## config.mk

```make
export PLATFORM = sky130hd
export DESIGN_NAME = irq_ctx_ctrl
export DESIGN_NICKNAME = d
export VERILOG_FILES = /design/src/rtl/irq_pkg.sv /design/src/rtl/irq_prio_enc.sv /design/src/rtl/irq_ctx_ctrl.sv
export SDC_FILE = /design/constraint.sdc
export NUM_CORES = 1
export LEC_CHECK = 0
export ABC_AREA = 0
export CORE_AREA = 5 5 118 148
export DETAILED_ROUTE_END_ITERATION = 6
export DIE_AREA = 0 0 123 153
export PLACE_DENSITY = 0.74
export SLEW_MARGIN = 20
export SYNTH_ARGS = -nofsm -noshare
export SYNTH_HDL_FRONTEND = slang
export SYNTH_SLANG_ARGS = --single-unit
```

## constraint.sdc

```tcl
create_clock -name clk -period 3.1 [get_ports clk]
set_input_delay 0.62 -clock clk [delete_from_list [all_inputs] [get_ports clk]]
set_output_delay 0.62 -clock clk [all_outputs]
set_load 0.005 [all_outputs]
```

## src/rtl/irq_pkg.sv

```systemverilog
// irq_pkg: shared FSM states, level constants and bank-strobe encoding for the
// interrupt context sequencer.
package irq_pkg;

    typedef enum logic [2:0] {
        ST_RUN,
        ST_SAVE,
        ST_VECTOR,
        ST_RESTORE,
        ST_WAIT,
        ST_RESUME
    } state_e;

    localparam logic [1:0] LVL_USER = 2'd0;
    localparam logic [1:0] LVL_1    = 2'd1;
    localparam logic [1:0] LVL_2    = 2'd2;
    localparam logic [1:0] LVL_3    = 2'd3;

    localparam logic [2:0] BANK_USER = 3'b001;
    localparam logic [2:0] BANK_1    = 3'b010;
    localparam logic [2:0] BANK_2    = 3'b100;
    localparam logic [2:0] BANK_NONE = 3'b000;

    // Level 3 never gets preempted, so it owns no bank.
    function automatic logic [2:0] bank_sel(input logic [1:0] lvl);
        return (lvl == LVL_USER) ? BANK_USER :
               (lvl == LVL_1)    ? BANK_1    :
               (lvl == LVL_2)    ? BANK_2    : BANK_NONE;
    endfunction

endpackage

```

## src/rtl/irq_prio_enc.sv

```systemverilog
// irq_prio_enc: rising-edge detect on the interrupt lines, pending latch and
// highest-level priority encoder.
module irq_prio_enc
    import irq_pkg::*;
(
    input  logic       clk,
    input  logic       rst_n,
    input  logic [2:0] irq_in,
    input  logic [2:0] clr,
    output logic [2:0] pending,
    output logic [1:0] new_lvl,
    output logic       valid
);

    logic [2:0] irq_prev_q, irq_prev_d;
    logic [2:0] pending_q, pending_d;

    // A fresh edge in the same cycle as the service clear keeps the bit set.
    always_comb begin
        irq_prev_d = irq_in;
        pending_d  = (pending_q & ~clr) | (irq_in & ~irq_prev_q);
    end

    always_ff @(posedge clk or negedge rst_n) begin
        if (!rst_n) begin
            irq_prev_q <= '0;
            pending_q  <= '0;
        end else begin
            irq_prev_q <= irq_prev_d;
            pending_q  <= pending_d;
        end
    end

    assign pending = pending_q;
    assign valid   = |pending_q;
    assign new_lvl = pending_q[2] ? LVL_3 : pending_q[1] ? LVL_2 : pending_q[0] ? LVL_1 : LVL_USER;

endmodule

```

## src/rtl/irq_ctx_ctrl.sv

```systemverilog
// irq_ctx_ctrl: nested interrupt entry/return sequencer driving register-bank
// save/restore strobes and the PC redirect.
module irq_ctx_ctrl
    import irq_pkg::*;
#(
    parameter logic [31:0] VEC1         = 32'h0000_1000,
    parameter logic [31:0] VEC2         = 32'h0000_1100,
    parameter logic [31:0] VEC3         = 32'h0000_1200,
    parameter int unsigned RESTORE_WAIT = 1
) (
    input  logic        clk,
    input  logic        rst_n,
    input  logic [2:0]  irq_in,
    input  logic        global_ie,
    input  logic        insn_done,
    input  logic [31:0] pc_next,
    input  logic        eret,
    output logic        enable_userBackUp,
    output logic        enable_BackUp1,
    output logic        enable_BackUp2,
    output logic        restore_userBackUp,
    output logic        restore_BackUp1,
    output logic        restore_BackUp2,
    output logic        stall,
    output logic        pc_load,
    output logic [31:0] pc_target,
    output logic [1:0]  cur_level,
    output logic [2:0]  pending,
    output logic        err_eret
);

    state_e      state_q, state_d;
    logic [1:0]  tgt_q, tgt_d;
    logic [2:0]  cnt_q, cnt_d;
    logic [1:0]  cur_q, cur_d;
    logic [31:0] epc_q [4];
    logic [31:0] epc_d [4];
    logic [1:0]  prev_q [4];
    logic [1:0]  prev_d [4];
    logic [2:0]  save_q, save_d, rest_q, rest_d;
    logic        stall_q, stall_d, load_q, load_d, err_q, err_d;
    logic [31:0] tgt_pc_q, tgt_pc_d;
    logic [2:0]  clr;
    logic [1:0]  new_lvl;
    logic        valid, go_res;

    irq_prio_enc u_prio (
        .clk     (clk),
        .rst_n   (rst_n),
        .irq_in  (irq_in),
        .clr     (clr),
        .pending (pending),
        .new_lvl (new_lvl),
        .valid   (valid)
    );

    // Level n's pending bit sits at bit n-1, the same one-hot as bank n-1.
    assign clr    = (state_q == ST_SAVE) ? bank_sel(tgt_q - 2'd1) : 3'b000;
    assign go_res = (state_q == ST_RESTORE && RESTORE_WAIT == 0) || (state_q == ST_WAIT && cnt_q == 3'd0);

    // Outputs are computed for the state being entered, so they line up with it.
    always_comb begin
        state_d  = state_q;
        tgt_d    = tgt_q;
        cnt_d    = cnt_q;
        cur_d    = cur_q;
        epc_d    = epc_q;
        prev_d   = prev_q;
        save_d   = 3'b000;
        rest_d   = 3'b000;
        stall_d  = 1'b0;
        load_d   = 1'b0;
        err_d    = 1'b0;
        tgt_pc_d = tgt_pc_q;
        case (state_q)
            ST_RUN: begin
                if (insn_done && eret) begin
                    if (cur_q == LVL_USER) begin
                        err_d = 1'b1;
                    end else begin
                        state_d = ST_RESTORE;
                        tgt_d   = prev_q[cur_q];
                        rest_d  = bank_sel(prev_q[cur_q]);
                        stall_d = 1'b1;
                    end
                end else if (insn_done && global_ie && valid && new_lvl > cur_q) begin
                    state_d         = ST_SAVE;
                    tgt_d           = new_lvl;
                    epc_d[cur_q]    = pc_next;
                    prev_d[new_lvl] = cur_q;
                    save_d          = bank_sel(cur_q);
                    stall_d         = 1'b1;
                end
            end
            ST_SAVE: begin
                state_d  = ST_VECTOR;
                stall_d  = 1'b1;
                load_d   = 1'b1;
                tgt_pc_d = (tgt_q == LVL_1) ? VEC1 : (tgt_q == LVL_2) ? VEC2 : VEC3;
                cur_d    = tgt_q;
            end
            ST_RESTORE: begin
                state_d = ST_WAIT;
                cnt_d   = 3'(RESTORE_WAIT - 1);
                stall_d = 1'b1;
            end
            ST_WAIT: begin
                cnt_d   = cnt_q - 3'd1;
                stall_d = 1'b1;
            end
            default: state_d = ST_RUN;
        endcase
        if (go_res) begin
            state_d  = ST_RESUME;
            load_d   = 1'b1;
            tgt_pc_d = epc_q[tgt_q];
            cur_d    = tgt_q;
        end
    end

    always_ff @(posedge clk or negedge rst_n) begin
        if (!rst_n) begin
            state_q  <= ST_RUN;
            tgt_q    <= '0;
            cnt_q    <= '0;
            cur_q    <= '0;
            epc_q    <= '{default: '0};
            prev_q   <= '{default: '0};
            save_q   <= '0;
            rest_q   <= '0;
            stall_q  <= 1'b0;
            load_q   <= 1'b0;
            err_q    <= 1'b0;
            tgt_pc_q <= '0;
        end else begin
            state_q  <= state_d;
            tgt_q    <= tgt_d;
            cnt_q    <= cnt_d;
            cur_q    <= cur_d;
            epc_q    <= epc_d;
            prev_q   <= prev_d;
            save_q   <= save_d;
            rest_q   <= rest_d;
            stall_q  <= stall_d;
            load_q   <= load_d;
            err_q    <= err_d;
            tgt_pc_q <= tgt_pc_d;
        end
    end

    assign {enable_BackUp2, enable_BackUp1, enable_userBackUp}    = save_q;
    assign {restore_BackUp2, restore_BackUp1, restore_userBackUp} = rest_q;
    assign stall     = stall_q;
    assign pc_load   = load_q;
    assign pc_target = tgt_pc_q;
    assign cur_level = cur_q;
    assign err_eret  = err_q;

endmodule

```

==> run_results.csv <==
group,metric,value,unit
detailed_routing,drt_iter0_markers,252,
final_layout,area_growth,21.65,%
synth,synth_top_cell_by_area,"dfrtp_1",
global_routing,global_route.usage.met3,0.04251,
final_layout,nets,665,
die,fp.dieH,153,um
clock_tree,postCtsHoldBufs,0,
setup_path,cpPeakStageDelay,0.46,ns
setup_path,cp-start-kind,"register",
global_routing,grtUsageTotal,0.1938,
die,io_pins,86,
global_routing,grt_util_met1,0.2551,
detailed_routing,drc,0,
synth,yosysTopAreaCellShare,0.5840,
synth,ys_types,32,
job,maxCapViolations,0,
min_path,holdCritPathClass,"in -> async",
setup_path,required,3.41,ns
synth,yosysWarnings,0,
timing,period_minus_slack,2.711,ns
clock_tree,root_buffer,"clkbuf_16",
setup_path,path_cells,"nor2_1 -> inv_1 -> ha_1 -> nor2b_1 -> o32ai_1 -> or2_1 -> or3_2 -> buf_12 -> mux2_4",
detailed_routing,routed-via-count,4701,
timing,setup_tns,0,ns
synth,synth_seq_area_share,0.5840,
placement,dp_hpwl,10.74,mm
pwr,p_per_area,980.1,mW/mm^2
pwr,irDropWorstVdd,0.0004750,V
setup_path,worstPathArrival,3.02,ns
synth,synth.avg_cell_area,15.49,sq um
clock_tree,clk_latency,0.42,ns
die,dieArea,0.01882,sq mm
clock_tree,postCtsResizedCells,0,
global_routing,grt_first_pass_wirelength,28.24,mm
clock_tree,clockBufferDepth,2,
outcome,outcome,"completed",
die,core_area,0.01594,sq mm
detailed_routing,firstDrtPassIters,4,
clock_tree,cts_buffers,17,
placement,port_buffers,85,
placement,dpl_cell_area,0.009419,sq mm
detailed_routing,finalWirelength,17.09,mm
setup_path,crit_slowest_cell,"dfrtp_1",
placement,gp_congestion,0.8578,
die,row_count,52,
timing,setup_violations,0,
synth,synth_nets,582,
global_routing,grt_start_max_net_pins,98,
timing,max_slew_margin,0.3780,
timing,fmax,368.9,MHz
timing,hold_viol_final,0,
detailed_routing,wl_per_cell,20.20,um
clock_tree,clkSlewWorstSetupHoldPaths,0.07,ns
setup_path,cp_num_buf_inv,2,
setup_path,cp_num_cells,9,
setup_path,cpLargestDelayFamily,"simple AND/OR/NAND/NOR gates",
setup_path,critPathKind,"reg -> reg",
setup_path,worstPathMaxFanout,32,
detailed_routing,ant_nets,0,
synth,synth_area,0.008270,sq mm
global_routing,gr-total-overflow,0,
global_routing,top_usage_layer,"met2",
clock_tree,cts_setup_buffers,0,
synth,ys_top_cells_by_area,"dfrtp_1 58%, mux2_2 14%, mux4_2 9.0%, mux2_4 5.4%, a22o_1 3.2%",
detailed_routing,vias_per_cell,5.557,
final_layout,fin_area,0.01006,sq mm
timing,tightest_slew,0.9330,ns
pwr,cellLeakagePower,0.004647,uW
timing,finalCritPeriodShare,0.8744,
final_layout,drive_gt1_frac,0.3476,
timing,slew_viol_final,0,
global_routing,use_met2,0.3213,
synth,ys_seq_elements,193,
timing,rsz0062_at_grt,"false",
final_layout,diodes,0,
synth,synthCells,534,
setup_path,rr_worst_depth,9,
global_routing,antenna_found_initial,0,
die,die_w,123,um
global_routing,grt_pass1_vias,5273,
die,initial_core_util,0.5188,
clock_tree,cts_tree,"yes",
setup_path,cp-end-kind,"register",
clock_tree,cts_sinks,193,
timing,fin_skew,0.007497,ns
clock_tree,htreeDepth,4,
flip-flops by register name (all words and copies together), names as in the netlist:
signal / cells
err_eret: 1
epc_q: 128
save_q: 3
pc_target: 32
stall: 1
tgt_q: 2
cnt_q: 3
u_prio.pending: 3
rest_q: 3
prev_q: 8
u_prio.irq_prev_q: 3
pc_load: 1
cur_level: 2
state_q: 3
logic make-up (layout without fill, tap and decap cells):
group / after synthesis / count (layout) / synth area share
buf+inv: 50 / 146 / 0.02950
simple gates: 57 / 57 / 0.03434
mux: 172 / 172 / 0.2921
fa+ha+maj: 8 / 8 / 0.01210
compound gates: 54 / 54 / 0.04796
flops: 193 / 193 / 0.5840
worst register-to-register path: cells and delay by family, from the launching register on:
family / cells / cell delay, ns
AO/OA/AOI/OAI: 1 / 0.12
adder cells (fa/ha/maj): 1 / 0.28
buffers and inverters: 2 / 0.29
flip-flops: 1 / 0.46
multiplexers: 1 / 0.36
AND/OR/NAND/NOR: 4 / 1.08
worst paths after layout:
path	slack, ns	start	end
setup / recovery	0.39	u_prio.pending[2]$_DFF_PN0_	epc_q[24]$_DFFE_PN0P_
hold / removal	0.24	rst_n	rest_q[0]$_DFF_PN0_
max in group asynchronous	2.13	rst_n	epc_q[71]$_DFFE_PN0P_
setup reg to reg	0.39	u_prio.pending[2]$_DFF_PN0_	epc_q[24]$_DFFE_PN0P_
hold reg to reg	0.38	prev_q[6]$_DFFE_PN0P_	prev_q[6]$_DFFE_PN0P_
min in group clk	0.38	prev_q[6]$_DFFE_PN0P_	prev_q[6]$_DFFE_PN0P_
power by group:
part / switching [uW] / internal (uW) / total, uW
Sequential: 765 / 3550 / 4320
Clock: 910 / 1440 / 2350
Combinational: 1150 / 2050 / 3200
Total: 2820 / 7040 / 9860
through the flow:
| step | setup WS [ns] | instances | hold slack (ns) | total power [uW] | util |
|---|---|---|---|---|---|
| floorplan | 0.5831 | 534 | 0.3244 | 6297 | - |
| global placement | 0.3163 | 814 | 0.3633 | 7393 | 0.5909 |
| detailed placement | 0.3038 | 814 | 0.3686 | 7579 | 0.5909 |
| CTS | 0.4271 | 846 | 0.2917 | 9977 | 0.6312 |
| global route | 0.2807 | 846 | 0.3249 | 10430 | 0.6312 |
| finish | 0.3892 | 846 | 0.2450 | 9861 | 0.6312 |
final cells by class:
| class | instances | area [sq um] |
|---|---|---|
| clock buffers | 24 | 491.7 |
| clock inverters | 8 | 150.1 |
| fillers | 1182 | 5879 |
| inverters | 15 | 56.30 |
| multi-input cells | 291 | 3226 |
| flip-flops and latches | 193 | 4832 |
| well taps | 216 | 270.3 |
| repair buffers | 99 | 1035 |
metal layers:
metal,wire (um),part of all wire
met3,612,0.036
met5,0,0
met2,8826,0.52
met4,284,0.017
met1,7366,0.43
placed cells by master, fill, tap and decap left out, types with 15 or more instances in the layout:
cell	count
nand2_1	18
mux2_4	30
mux2_2	103
a22o_1	30
clkdlybuf4s50_1	84
clkbuf_16	17
dfrtp_1	191
mux4_2	33
nor2_1	16
inv_1	15
synthesized netlist by cell type:
master,count
nor3_4,1
a22o_1,30
inv_1,15
buf_2,9
dfrtp_1,193
ha_1,8
nor2b_1,2
a311oi_1,2
buf_6,6
a21oi_1,6
nor3_2,3
o21ai_0,13
mux2_1,2
o32ai_1,1
nor4_1,2
nand2_1,18
mux4_2,33
buf_1,3
nor2_1,17
nand3_1,2
mux2_2,103
o22ai_1,1
or3_1,2
nor3b_1,1
clkbuf_1,17
mux2_4,30
a31oi_1,1
nand4_1,1
nor3_1,4
mux2i_1,4
and3_1,3
or2_1,1
Note: power is estimated with default switching activity, not from simulation.
